## config.mk

```make
export PLATFORM = sky130hd
export DESIGN_NAME = serial_chunk_adder
export DESIGN_NICKNAME = d
export VERILOG_FILES = /design/src/rtl/arith_pkg.sv /design/src/rtl/full_adder.sv /design/src/rtl/ripple_adder_n_bit.sv /design/src/rtl/serial_chunk_adder.sv
export SDC_FILE = /design/constraint.sdc
export NUM_CORES = 1
export LEC_CHECK = 0
export BUFFER_PORTS_ARGS = -buffer_cell sky130_fd_sc_hd__buf_2
export CAP_MARGIN = 20
export CORE_MARGIN = 4
export CORE_UTILIZATION = 58
export CTS_CLUSTER_DIAMETER = 150
export CTS_CLUSTER_SIZE = 12
export DETAILED_ROUTE_END_ITERATION = 8
export PLACE_DENSITY = 0.93
export SYNTH_ARGS = -nofsm -noshare
export SYNTH_HDL_FRONTEND = slang
export SYNTH_SLANG_ARGS = --single-unit
```

## constraint.sdc

```tcl
create_clock -name clk -period 6.3 [get_ports clk]
set_input_delay 0.63 -clock clk [delete_from_list [all_inputs] [get_ports clk]]
set_output_delay 0.63 -clock clk [all_outputs]
set_load 0.005 [all_outputs]
```

## src/rtl/arith_pkg.sv

```systemverilog
// arith_pkg: FSM state encoding and width helper shared by the serial adder
package arith_pkg;
  typedef enum logic [1:0] {
    ST_IDLE = 2'd0,
    ST_ADD  = 2'd1,
    ST_DONE = 2'd2
  } state_t;
  function automatic int clog2(input int v);
    int r;
    r = 0;
    while ((1 << r) < v) r++;
    return r;
  endfunction
endpackage

```

## src/rtl/full_adder.sv

```systemverilog
// full_adder: dataflow one-bit full adder
module full_adder (
  input  logic a,
  input  logic b,
  input  logic carry_in,
  output logic sum,
  output logic carry_out
);
  assign sum = a ^ b ^ carry_in;
  assign carry_out = (a & b) | (carry_in & (a ^ b));
endmodule

```

## src/rtl/ripple_adder_n_bit.sv

```systemverilog
// ripple_adder_n_bit: combinational N-bit ripple-carry chain of full adders
module ripple_adder_n_bit #(
  parameter int N = 4
) (
  input  logic [N-1:0] a,
  input  logic [N-1:0] b,
  input  logic         carry_in,
  output logic [N-1:0] sum,
  output logic         carry_out
);
  logic [N:0] c;
  assign c[0] = carry_in;
  assign carry_out = c[N];
  for (genvar i = 0; i < N; i++) begin : g_bit
    full_adder u_fa (
      .a(a[i]),
      .b(b[i]),
      .carry_in(c[i]),
      .sum(sum[i]),
      .carry_out(c[i+1])
    );
  end
endmodule

```

## src/rtl/serial_chunk_adder.sv

```systemverilog
// serial_chunk_adder: multi-cycle WIDTH-bit adder processing CHUNK bits per clock with valid/ready handshakes
module serial_chunk_adder
  import arith_pkg::*;
#(
  parameter int WIDTH = 16,
  parameter int CHUNK = 4
) (
  input  logic             clk,
  input  logic             rst_n,
  input  logic             in_valid,
  output logic             in_ready,
  input  logic [WIDTH-1:0] a,
  input  logic [WIDTH-1:0] b,
  input  logic             carry_in,
  output logic             out_valid,
  input  logic             out_ready,
  output logic [WIDTH-1:0] sum,
  output logic             carry_out,
  output logic             overflow
);
  localparam int NUM_CHUNKS = WIDTH / CHUNK;
  localparam int IW = clog2(NUM_CHUNKS) > 0 ? clog2(NUM_CHUNKS) : 1;
  state_t state, state_next;
  logic [WIDTH-1:0] a_reg, b_reg;
  logic [IW-1:0] idx;
  logic [CHUNK-1:0] a_chunk, b_chunk, s_chunk;
  logic c, c_chunk, last;
  assign a_chunk = a_reg[int'(idx) * CHUNK +: CHUNK];
  assign b_chunk = b_reg[int'(idx) * CHUNK +: CHUNK];
  assign last = idx == IW'(NUM_CHUNKS - 1);
  assign in_ready = state == ST_IDLE;
  assign out_valid = state == ST_DONE;
  ripple_adder_n_bit #(.N(CHUNK)) u_add (
    .a(a_chunk),
    .b(b_chunk),
    .carry_in(c),
    .sum(s_chunk),
    .carry_out(c_chunk)
  );
  always_comb begin
    state_next = state == ST_IDLE ? (in_valid ? ST_ADD : ST_IDLE) :
                 state == ST_ADD  ? (last ? ST_DONE : ST_ADD) :
                 state == ST_DONE ? (out_ready ? ST_IDLE : ST_DONE) : ST_IDLE;
  end
  always_ff @(posedge clk or negedge rst_n) begin
    if (!rst_n) begin
      state <= ST_IDLE;
      a_reg <= '0;
      b_reg <= '0;
      c <= 1'b0;
      idx <= '0;
      sum <= '0;
      carry_out <= 1'b0;
      overflow <= 1'b0;
    end else begin
      state <= state_next;
      if (state == ST_IDLE && in_valid) begin
        a_reg <= a;
        b_reg <= b;
        c <= carry_in;
        idx <= '0;
      end
      if (state == ST_ADD) begin
        sum[int'(idx) * CHUNK +: CHUNK] <= s_chunk;
        c <= c_chunk;
        idx <= last ? '0 : idx + 1'b1;
        // the top chunk's MSB is the new sum MSB, so overflow is resolved on the last edge
        if (last) begin
          carry_out <= c_chunk;
          overflow <= (a_reg[WIDTH-1] == b_reg[WIDTH-1]) && (s_chunk[CHUNK-1] != a_reg[WIDTH-1]);
        end
      end
    end
  end
endmodule
```

# == Word-level counts from Yosys, hierarchy flattened ==
# Index checks and enable logic that the tools add are counted.
# totals
reg_bits,55
inputBits,37
wordCells,56
# op_classes
addsub,2
n_eq_ne,5
shift,4
mux,12
n_bitwise,20
n_reduce_logical,5
# ops
operator,n
4-bit negation with 33-bit output,1
4-bit by 33-bit variable shift with 16-bit output (first input constant),1
4-bit by 33-bit indexed part select with 16-bit output,1
16-bit by 5-bit indexed part select with 4-bit output,2
16-bit bitwise mux,1
2-bit two-way mux,8
1-bit AND,8
1-bit XOR,8
2-bit equality test (second input constant),2
1-bit bitwise OR,4
1-bit two-way mux,3
2-bit by 1-bit adder with 2-bit output (second input constant),1
2-bit by 1-bit equality test with 1-bit output (second input constant),1
1-bit logical AND,2
2-bit logical NOT,1
2-bit AND reduction,1
2-bit nonzero test,1
1-bit equality test,1
1-bit != test,1

# == Longest topological paths before layout ==
# Gate-level depths: netlist of run 1.
# depth
depth_word,11
mapped_depth,13
ltp_nobuf,12

# == Hierarchy ==
# From an unflattened synthesis of run 1, not the netlist that was laid out.
# unflattened
hier_cells,231
area_unflattened_um2,2563.7
# modules_own_cells
module,n_inst,cells_per_inst,area_per_inst_um2,seq_area_each_um2
serial_chunk_adder,1,227,2483.6,1376.3
full_adder,4,1,20.0,0.0

# == Least setup slack after synthesis of run 1 ==
# OpenSTA, ideal clock, no wires.
# synth_timing
path_kind,register -> register
from,register idx[1]
to,register overflow
setup_ns,0.125
arrival_time_ns,2.868
t_required_ns,6.175
setup_slack_ns,3.308
stages_incl_launch_ff,14
period_less_slack_ns,2.992
cell_sequence,dfrtp_1 clkbuf_1 mux4_2 inv_1 fa_1 inv_1 fa_1 inv_1 fa_1 inv_1 fa_1 nand2b_1 o22ai_1 mux2_2
# synth_between
elab_chain_len,11
elab_cells_between_ends,20
cone_classes,2 x eq/ne; 2 x shift; 14 x bitwise; 2 x reduce/logical
# synth_lines
item,line,source
start: declaration,serial_chunk_adder.sv:25,logic [IW-1:0] idx;
start signal: assignment,serial_chunk_adder.sv:66,idx <= last ? '0 : idx + 1'b1;
"16-bit by 5-bit indexed part select with 4-bit output, on equally long branches","serial_chunk_adder.sv:28, serial_chunk_adder.sv:29",
1-bit XOR,full_adder.sv:10,assign carry_out = (a & b) | (carry_in & (a ^ b));
1-bit AND,full_adder.sv:10,
1-bit bitwise OR,full_adder.sv:10,
1-bit AND,full_adder.sv:10,
1-bit bitwise OR,full_adder.sv:10,
1-bit AND,full_adder.sv:10,
1-bit bitwise OR,full_adder.sv:10,
1-bit XOR,full_adder.sv:9,assign sum = a ^ b ^ carry_in;
1-bit != test,serial_chunk_adder.sv:70,overflow <= (a_reg[WIDTH-1] == b_reg[WIDTH-1]) && (s_chunk[CHUNK-1] != a_reg[WIDTH-1]);
1-bit logical AND,serial_chunk_adder.sv:70,
end signal: assignment,serial_chunk_adder.sv:70,
end: declaration,serial_chunk_adder.sv:19,output logic overflow
# Several ways; a longest one is shown, not always the timed one.
# A chain may end at the register's enable or synchronous reset.

# == Worst setup path in the final report of run 1 ==
# layout_timing
from,register idx[0]
to,register overflow
# Same word-level chain as after synthesis.

==> flow_metrics.env, run 1 <==
export IMPL_outcome="finished, final reports clean"
export IMPL_gpl_final_weighted_congestion=0.7844
export IMPL_worst_case_clock_skew_ps=9.294
export IMPL_synth_nets=292
export IMPL_cts_root_to_sink_buffers=2
export IMPL_route_vias_total=1903
export IMPL_max_cap_violations=0
export IMPL_floorplan_initialDensity_pct=60.33
export IMPL_nNetsFinal=345
export IMPL_hpwlAfterDp_um=3844
export IMPL_syn_avg_cell_area_um2=10.80
export IMPL_grt_overflow_total=0
export IMPL_path_buf_inv=4
export IMPL_routed_wl_um=5185
export IMPL_synth_cell_types=31
export IMPL_grt_use_total_pct=20.54
export IMPL_rows=24
export IMPL_power_per_cell_area_nw_per_um2=532.1
export IMPL_drv_slew=0
export IMPL_cts_repair_timing_setup_buffer_count=0
export IMPL_detail_route_antenna_nets=0
export IMPL_setup_viol=0
export IMPL_grt_pass1_wl_um=8852
export IMPL_maxClockFrequency_mhz=272.0
export IMPL_grt_antenna_before_repair=0
export IMPL_dr_pass1_iters=4
export IMPL_ys_seq_elements=55
export IMPL_ir_worst_vdd_mv=0.3280
export IMPL_syn2layout_area_growth_pct=12.68
export IMPL_end_kind="register"
export IMPL_fp_dieArea_um2=5705
export IMPL_core_um2=4384
export IMPL_crit_required_ps=6490
export IMPL_tritoncts_clock_tree="built"
export IMPL_tns_ps=0
export IMPL_pin_count=57
export IMPL_cp_slowest_stage_delay_ps=950
export IMPL_wire_per_inst_um=14.81
export IMPL_grt_start_max_net_pins=56
export IMPL_post_drt_via_cell_ratio=5.437
export IMPL_critical_path_peak_fanout=18
export IMPL_cts_h_tree_depth=2
export IMPL_register_clock_pin_slew_on_the_reported_worst_setup_and_hold_paths_ps=100
export IMPL_min_period_over_period_pct=58.36
export IMPL_cts_root_buffer="clkbuf_8"
export IMPL_num_antenna_cells=0
export IMPL_synth_area_um2=2645
export IMPL_static_leakage_power_nw=1.629
export IMPL_hold_violations=0
export IMPL_syn_inst=245
export IMPL_cts_hold_repair_buffers=0
export IMPL_critical_path_slowest_cell="dfrtp_1"
export IMPL_cp_start_kind="register"
export IMPL_first_global_vias=1945
export IMPL_final_core_utilization_pct=67.98
export IMPL_cts_sinks=55
export IMPL_yosysSeqAreaShare_pct=52.03
export IMPL_drt_iter0_drc=125
export IMPL_clock_insertion_delay_worst_skew_ps=310
export IMPL_fp_dieH_um=75.53
export IMPL_timing_critical_path_cells="mux4_2, inv_1, fa_1, inv_1, fa_1, inv_1, fa_1, inv_1, fa_1, nand2b_1, o22ai_1, mux2_2"
export IMPL_criticalPathCategory="reg2reg"
export IMPL_port_buffers=56
export IMPL_timing_critical_path_max_delay_family="adder cells"
export IMPL_rsz0062_at_grt="no"
export IMPL_relSlewSlack_pct=32.48
export IMPL_pin_slew_with_the_least_headroom_to_its_limit_ps=1013
export IMPL_cts_resized_gates=0
export IMPL_min_path_type="in2async"
export IMPL_drt_drc=0
export IMPL_fillCellCount=334
export IMPL_post_layout_total_power_mw=1.586
export IMPL_layout_drive_gt1_share_pct=26.85
export IMPL_period_minus_slack_ps=3677
export IMPL_die_w_um=75.53
export IMPL_worstPathArrival_ps=3870
export IMPL_tritoncts_num_buffers=5
export IMPL_synth_warning_count=0
[routing by layer]
| layer | vias to the layer above | GRT usage [%] | routed length (µm) |
|---|---|---|---|
| met5 | - | 0 | 0 |
| met4 | 0 | 4.854 | 82 |
| met3 | 7 | 4.881 | 283 |
| met2 | 56 | 36.34 | 2701 |
| met1 | 932 | 25.58 | 2118 |
| li1 | 908 | - | - |
[cell families (layout without fill, tap and decap cells)]
| group | after synthesis | after routing | share of synthesized area [%] |
|---|---|---|---|
| flops | 55 | 55 | 52.03 |
| buf+inv | 25 | 78 | 6.102 |
| fa+ha+maj | 10 | 10 | 5.866 |
| simple gates | 123 | 123 | 21.67 |
| compound gates | 22 | 22 | 6.670 |
| mux | 10 | 10 | 7.663 |
[placed cells by master (no fill, tap or decap), types with 4 or more instances in the layout]
cell type,Yosys,routed
buf_2,3,56
mux4_2,8,8
clkbuf_8,0,6
ha_1,6,6
inv_1,13,13
nand2_1,104,104
fa_1,4,4
dfrtp_1,55,55
a22o_1,13,13
[report_power, final]
group	switching, mW	internal [mW]
sequential	0.132	0.495
combinational	0.432	0.332
clock	0.108	0.0865
total	0.672	0.914
[stage by stage]
| step | area [µm²] | std cells | worst slack (ps) | hold WS, ps |
|---|---|---|---|---|
| 2_1_floorplan | 2645 | 245 | 3308 | 334.4 |
| 3_3_place_gp | 2893 | 343 | 2846 | 454.7 |
| 3_5_place_dp | 2893 | 343 | 2597 | 462.9 |
| 4_1_cts | 2980 | 350 | 2592 | 456.5 |
| 5_1_grt | 2980 | 350 | 2411 | 488.6 |
| 6_report | 2980 | 350 | 2623 | 431.0 |
[synthesized netlist by cell type]
cell type	n	share of area (%)
nor4_1	1	0.24
nor4b_4	1	0.90
nand3b_1	2	0.57
dfrtp_1	55	52
clkbuf_1	1	0.14
nand2b_1	2	0.47
nor3b_4	1	0.71
nor3_1	2	0.38
buf_4	2	0.57
nand3_1	2	0.38
buf_6	3	1.3
or2b_1	1	0.28
o41ai_1	1	0.33
and2b_1	1	0.28
nand2_1	104	15
inv_1	13	1.8
nor4b_2	1	0.57
mux4_2	8	6.8
fa_1	4	3.0
a22o_1	13	4.3
buf_2	3	0.57
a221o_1	1	0.38
o31ai_1	3	0.85
ha_1	6	2.8
nor2_1	2	0.28
nand3b_4	2	1.5
mux2_2	2	0.85
o21ai_0	3	0.57
o22ai_1	1	0.24
or3b_1	1	0.33
buf_8	3	1.7
[layout make-up]
type,instances,area (µm²),area share (%)
flip-flops and latches,55,1376,46.18
multi-input cells,165,1107,37.15
repair buffers,58,295.3,9.908
clock buffers,6,82.58,2.771
well taps,52,65.06,2.183
inverters,13,48.80,1.637
clock inverters,1,5.005,0.1679
[worst paths after layout]
path,start,slack (ps),end,cells past startpoint
setup / recovery,idx[0],2620,overflow,12
max in group asynchronous,rst_n,5420,b_reg[5],2
setup reg to reg,idx[0],2620,overflow,12
hold reg to reg,a_reg[11],480,a_reg[11],2
min in group clk,a_reg[11],480,a_reg[11],2
hold / removal,rst_n,430,sum[15],2
No activity file was read; power rests on OpenSTA's default activity.
==> inputs of run 2 (changes only) <==
CORE_UTILIZATION = 49   (was 58)
PLACE_DENSITY = 0.85   (was 0.93)
clock period = 3 ns   (was 6.3 ns; I/O delays follow)
==> run 2 against run 1 <==
Net effect:
- non-clock buffer count increased by 5
- flip-flop and latch count unchanged
- worst setup slack worse by 2500 ps
- critical path depth is the same
- clock skew decreased by 1.0 ps
- clock-buffer cell count unchanged
- largest cell class unchanged
==> flow_metrics.env, run 2 (synthesis results as in run 1) <==
export IMPL_outcome="finished, final reports clean"
export IMPL_post_drt_via_cell_ratio=5.003
export IMPL_numPlacedInstances=365
export IMPL_syn2layout_area_growth_pct=15.61
export IMPL_drv_slew=0
export IMPL_drt_iter0_drc=67
export IMPL_cts_sinks=55
export IMPL_fin_area_um2=3058
export IMPL_tritoncts_clock_tree="built"
export IMPL_end_kind="register"
export IMPL_min_path_type="in2async"
export IMPL_timing_critical_path_cells="mux4_2, inv_2, fa_2, inv_2, fa_2, inv_1, fa_1, inv_2, fa_1, nand2b_1, o22ai_1, mux2_2"
export IMPL_cp_start_kind="register"
export IMPL_register_clock_pin_slew_on_the_reported_worst_setup_and_hold_paths_ps=100
export IMPL_maxClockFrequency_mhz=343.6
export IMPL_grt_pass1_wl_um=8397
export IMPL_finish_cell_count_without_fillers=374
export IMPL_post_layout_total_power_mw=3.432
export IMPL_grt_overflow_total=0
export IMPL_core_um2=5172
export IMPL_fp_dieH_um=81.47
export IMPL_cp_slowest_stage_delay_ps=460
export IMPL_hpwlAfterDp_um=3992
export IMPL_max_cap_violations=0
export IMPL_timing_reg2reg_setup_slack_ps=90
export IMPL_worstSetupStartpoint="idx[0]"
export IMPL_pin_count=57
export IMPL_fillCellCount=449
export IMPL_rows=26
export IMPL_cts_root_buffer="clkbuf_8"
export IMPL_cell_area_after_placement_um2=2945
export IMPL_min_period_over_period_pct=97.02
export IMPL_cp_common_cell="inv_2"
export IMPL_clock_insertion_delay_worst_skew_ps=310
export IMPL_period_minus_slack_ps=2911
export IMPL_mostFrequentLayoutCell="nand2_1"
export IMPL_nNetsFinal=350
export IMPL_final_core_utilization_pct=59.12
export IMPL_wire_per_inst_um=13.73
export IMPL_floorplan_initialDensity_pct=51.14
export IMPL_drt_drc=0
export IMPL_worst_case_clock_skew_ps=8.272
export IMPL_relSlewSlack_pct=29.68
export IMPL_worst_r2r_cell_count=12
export IMPL_worstPathArrival_ps=3110
export IMPL_crit_reg2reg_launch="idx[0]"
export IMPL_routed_wl_um=5134
export IMPL_critical_path_slowest_cell="dfrtp_2"
export IMPL_grt_start_max_net_pins=35
export IMPL_reg2reg_to="overflow"
export IMPL_worst_slack_ps=89.47
export IMPL_detail_route_antenna_nets=0
export IMPL_layout_drive_gt1_share_pct=30.59
export IMPL_route_vias_total=1871
export IMPL_critical_path_peak_fanout=5
export IMPL_grt_antenna_before_repair=0
export IMPL_final_cell_mix="nand2_1 (104), buf_2 (56), dfrtp_1 (54), a22o_1 (13), inv_1 (9)"
export IMPL_fp_dieArea_um2=6637
export IMPL_first_global_vias=1745
export IMPL_place_worst_setup_slack_ps=24.12
export IMPL_tritoncts_num_buffers=5
export IMPL_gpl_final_weighted_congestion=0.8091
export IMPL_hold_violations=0
export IMPL_num_antenna_cells=0
export IMPL_port_buffers=56
export IMPL_fin_hold_ws_ps=4.584
export IMPL_criticalPathCategory="reg2reg"
export IMPL_tns_ps=0
export IMPL_dr_pass1_iters=4
export IMPL_crit_required_ps=3200
export IMPL_setup_viol=0
export IMPL_cts_h_tree_depth=2
export IMPL_grt_use_total_pct=16.71
export IMPL_cts_hold_repair_buffers=0
export IMPL_cts_root_to_sink_buffers=2
export IMPL_pin_slew_with_the_least_headroom_to_its_limit_ps=1055
export IMPL_static_leakage_power_nw=1.646
export IMPL_rsz0062_at_grt="yes"
export IMPL_power_per_cell_area_nw_per_um2=1122
export IMPL_ir_worst_vdd_mv=0.5615
export IMPL_die_w_um=81.47
[run 2: worst max-delay path by stage]
stage / end / slack (ps) / cells past startpoint
after floorplan: overflow / 8 / 13
after global placement: overflow / 100 / 12
after detailed placement: overflow / 20 / 12
after CTS: overflow / 50 / 12
after global routing: overflow / -30 / 12
final: overflow / 90 / 12
[run 2: power by group]
group	total [mW]	internal [mW]	switching [mW]
clock network	0.425	0.189	0.236
logic	1.74	0.790	0.948
registers	1.27	1.04	0.227
total	3.43	2.02	1.41
[run 2: layout make-up]
class,count,area [µm²],area share (%)
Timing Repair Buffer,63,332.8,10.88
Tap cell,70,87.58,2.864
Clock buffer,6,82.58,2.700
Inverter,13,48.80,1.596
Sequential cell,55,1378,45.05
Multi-Input combinational cell,165,1112,36.37
Clock inverter,2,16.27,0.5319
[run 2: per-layer routing]
layer / vias to the layer above / wire length [µm] / track usage [%]
li1: 919 / - / -
met1: 896 / 2172 / 21.36
met2: 51 / 2610 / 28.66
met3: 5 / 302 / 4.057
met4: 0 / 49 / 4.054
met5: - / 0 / 0
[run 2: repair_timing]
item                       in CTS  in global routing
pin swaps                       0                  1
setup endpoints to repair       1                  5
setup buffers                   0                  1
gates cloned                    0                  0
gates resized for setup         1                  6
[run 2: worst max-delay path, delay by kind of cell (launching register included)]
| family | cells | cell delay, ps |
|---|---|---|
| compound gates | 1 | 70 |
| buf+inv | 4 | 220 |
| mux | 2 | 610 |
| simple gates | 1 | 100 |
| fa+ha+maj | 4 | 1340 |
| flops | 1 | 460 |
==> inputs of run 3 (changes only) <==
ABC_AREA = 1   (was default)
PLACE_DENSITY = 0.84   (was 0.85)
==> run 3 against run 2 <==
Net effect:
- the flow now finishes with violations (hold timing)
- critical endpoint unchanged
- design area up 6.9%
- die area grew 6.2%
- sequential share of layout area decreased by 2.9 points
- cell count increased by 27%
- sequential power is essentially flat
- flip-flop and latch count unchanged
==> flow_metrics.env, run 3 <==
export IMPL_ir_worst_vdd_mv=0.5861
export IMPL_cts_h_tree_depth=2
export IMPL_cts_resized_gates=0
export IMPL_post_drt_via_cell_ratio=4.962
export IMPL_crit_required_ps=3260
export IMPL_port_buffers=56
export IMPL_critical_path_endpoint="overflow"
export IMPL_cp_start_kind="register"
export IMPL_drt_drc=0
export IMPL_cts_root_buffer="clkbuf_8"
export IMPL_global_route_usage_met2_pct=33.19
export IMPL_tns_ps=0
export IMPL_register_clock_pin_slew_on_the_reported_worst_setup_and_hold_paths_ps=100
export IMPL_num_antenna_cells=0
export IMPL_grt_antenna_before_repair=0
export IMPL_synth_async_sr_flop_share_pct=100.0
export IMPL_timing_critical_path_depth=16
export IMPL_cp_slowest_stage_delay_ps=480
export IMPL_path_buf_inv=5
export IMPL_static_leakage_power_nw=1.837
export IMPL_synth_most_common_cell="nand2_1"
export IMPL_timing_critical_path_cells="buf_4, nand2_1, nand3_1, nand2_1, fa_1, inv_1, fa_1, inv_1, fa_1, inv_1, fa_2, inv_1, nand3_1, nand2_1, nand2_1, nand2_1"
export IMPL_min_path_type="in2async"
export IMPL_fp_dieH_um=83.97
export IMPL_ys_seq_elements=55
export IMPL_global_route_usage_met1_pct=23.59
export IMPL_core_um2=5540
export IMPL_worstPathArrival_ps=3010
export IMPL_tritoncts_clock_tree="built"
export IMPL_critical_path_peak_fanout=6
export IMPL_synth_commonest_cells="nand2_1 (147), dfrtp_1 (55), nand3_1 (54)"
export IMPL_max_cap_violations=0
export IMPL_clock_insertion_delay_worst_skew_ps=310
export IMPL_final_cell_mix="nand2_1 (147), buf_2 (56), dfrtp_1 (55), nand3_1 (54), inv_1 (23)"
export IMPL_period_minus_slack_ps=2752
export IMPL_timing_critical_path_max_delay_family="adder cells"
export IMPL_outcome="finished, violations left"
export IMPL_crit_reg2reg_launch="idx[0]"
export IMPL_tritoncts_num_buffers=5
export IMPL_worstSetupStartpoint="idx[0]"
export IMPL_netSwitchingPower_mw=1.676
export IMPL_drt_iter0_drc=114
export IMPL_grt_overflow_total=0
export IMPL_final_core_utilization_pct=58.99
export IMPL_layout_drive_gt1_share_pct=19.90
export IMPL_yosys_top_cells_area="dfrtp_1 (49%), nand2_1 (20%), nand3_1 (9.6%), inv_1 (3.1%), fa_1 (2.8%)"
export IMPL_die_w_um=83.97
export IMPL_rows=27
export IMPL_routed_wl_um=6034
export IMPL_reg2reg_to="overflow"
export IMPL_synth_warning_count=0
export IMPL_mostFrequentLayoutCell="nand2_1"
export IMPL_min_period_over_period_pct=91.73
export IMPL_timing_reg2reg_setup_slack_ps=250
export IMPL_dr_pass1_iters=4
export IMPL_cts_hold_repair_buffers=0
export IMPL_synth_cell_types=21
export IMPL_post_synth_top_area_cell="dfrtp_1"
export IMPL_finish_cell_count_without_fillers=474
export IMPL_rsz0062_at_grt="no"
export IMPL_synth_area_um2=2828
export IMPL_grt_pass1_wl_um=11010
export IMPL_nNetsFinal=448
export IMPL_yosysSeqAreaShare_pct=48.67
export IMPL_fillCellCount=541
export IMPL_power_per_cell_area_nw_per_um2=1162
export IMPL_gpl_final_weighted_congestion=0.8735
export IMPL_fin_hold_ws_ps=-12.83
export IMPL_hold_violations=7
export IMPL_syn2layout_area_growth_pct=15.58
export IMPL_yosysTopAreaCellShare_pct=48.67
export IMPL_switching_share_pct=44.15
export IMPL_cp_common_cell="nand2_1"
export IMPL_wire_per_inst_um=12.73
export IMPL_grt_start_max_net_pins=36
export IMPL_clockPowerShare_pct=15.0
export IMPL_worst_r2r_cell_count=16
export IMPL_criticalPathCategory="reg2reg"
export IMPL_fp_dieArea_um2=7050
export IMPL_failed_checks="hold timing"
export IMPL_first_global_vias=2487
export IMPL_worst_case_clock_skew_ps=13.06
export IMPL_relative_contribution_of_sequential_cells_to_total_power_pct=33.9
export IMPL_number_of_flops_mapped_to_enable_cells_by_yosys=0
export IMPL_setup_viol=0
export IMPL_cts_root_to_sink_buffers=2
export IMPL_synth_nets=396
export IMPL_detail_route_antenna_nets=0
export IMPL_hpwlAfterDp_um=4586
export IMPL_numPlacedInstances=466
export IMPL_maxClockFrequency_mhz=363.4
export IMPL_pin_count=57
export IMPL_syn_avg_cell_area_um2=8.102
export IMPL_pin_slew_with_the_least_headroom_to_its_limit_ps=618.6
export IMPL_grt_met3_usage_pct=3.653
export IMPL_synthFlopType="dfrtp_1"
export IMPL_relSlewSlack_pct=58.76
export IMPL_critical_path_slowest_cell="fa_2"
export IMPL_fin_area_um2=3268
export IMPL_cts_sinks=55
export IMPL_end_kind="register"
export IMPL_cts_repair_timing_setup_buffer_count=0
export IMPL_cellInternalPower_mw=2.121
export IMPL_syn_inst=349
export IMPL_floorplan_initialDensity_pct=51.04
export IMPL_grt_use_total_pct=18.90
export IMPL_route_vias_total=2352
export IMPL_busiest_layer="met2"
export IMPL_drv_slew=0
export IMPL_cell_area_after_placement_um2=3131
export IMPL_p_comb_share_pct=51.0
run 3: worst min path at each step:
stage | endpoint | slack (ps) | cells past startpoint
finish | sum[13] | -10 | 1
global route | sum[12] | 30 | 1
CTS | sum[12] | 7 | 1
detailed placement | sum[12] | 350 | 1
global placement | sum[12] | 340 | 1
floorplan | a_reg[0] | 4 | 0
run 3: kinds of logic after synthesis:
logic type | synth area share (%)
buffers and inverters | 7.301
flip-flops | 48.67
adder cells (fa/ha/maj) | 5.487
AO/OA/AOI/OAI | 3.938
AND/OR/NAND/NOR | 34.60
run 3: power by group through the flow:
stage                     clock network, mW  logic, mW  registers (mW)
after floorplan                           0       1.50            1.23
after global placement                    0       1.86            1.29
after detailed placement                  0       1.94            1.30
after CTS                             0.580       1.95            1.29
after global routing                  0.608       2.25            1.33
final                                 0.570       1.94            1.29
run 3: final cells by class:
type	count	area, µm²	share of cell area, %
Sequential cell	55	1376	42.11
Multi-Input combinational cell	252	1247	38.17
Timing Repair Buffer	62	325.3	9.954
Inverter	25	96.34	2.948
Tap cell	72	90.09	2.757
Clock buffer	6	72.57	2.221
Clock inverter	2	60.06	1.838
run 3: stage by stage:
step	total power, mW	setup slack, ps
final	3.797	248.1
after global placement	3.147	307.3
after global routing	4.185	31.43
after detailed placement	3.238	235.2
after floorplan	2.727	97.29
after CTS	3.813	214.0
run 3: layer usage:
metal,share of wire [%],vias up
met1,44,1083
li1,-,1201
met5,0,-
met3,5.7,7
met2,49,61
met4,1.3,0
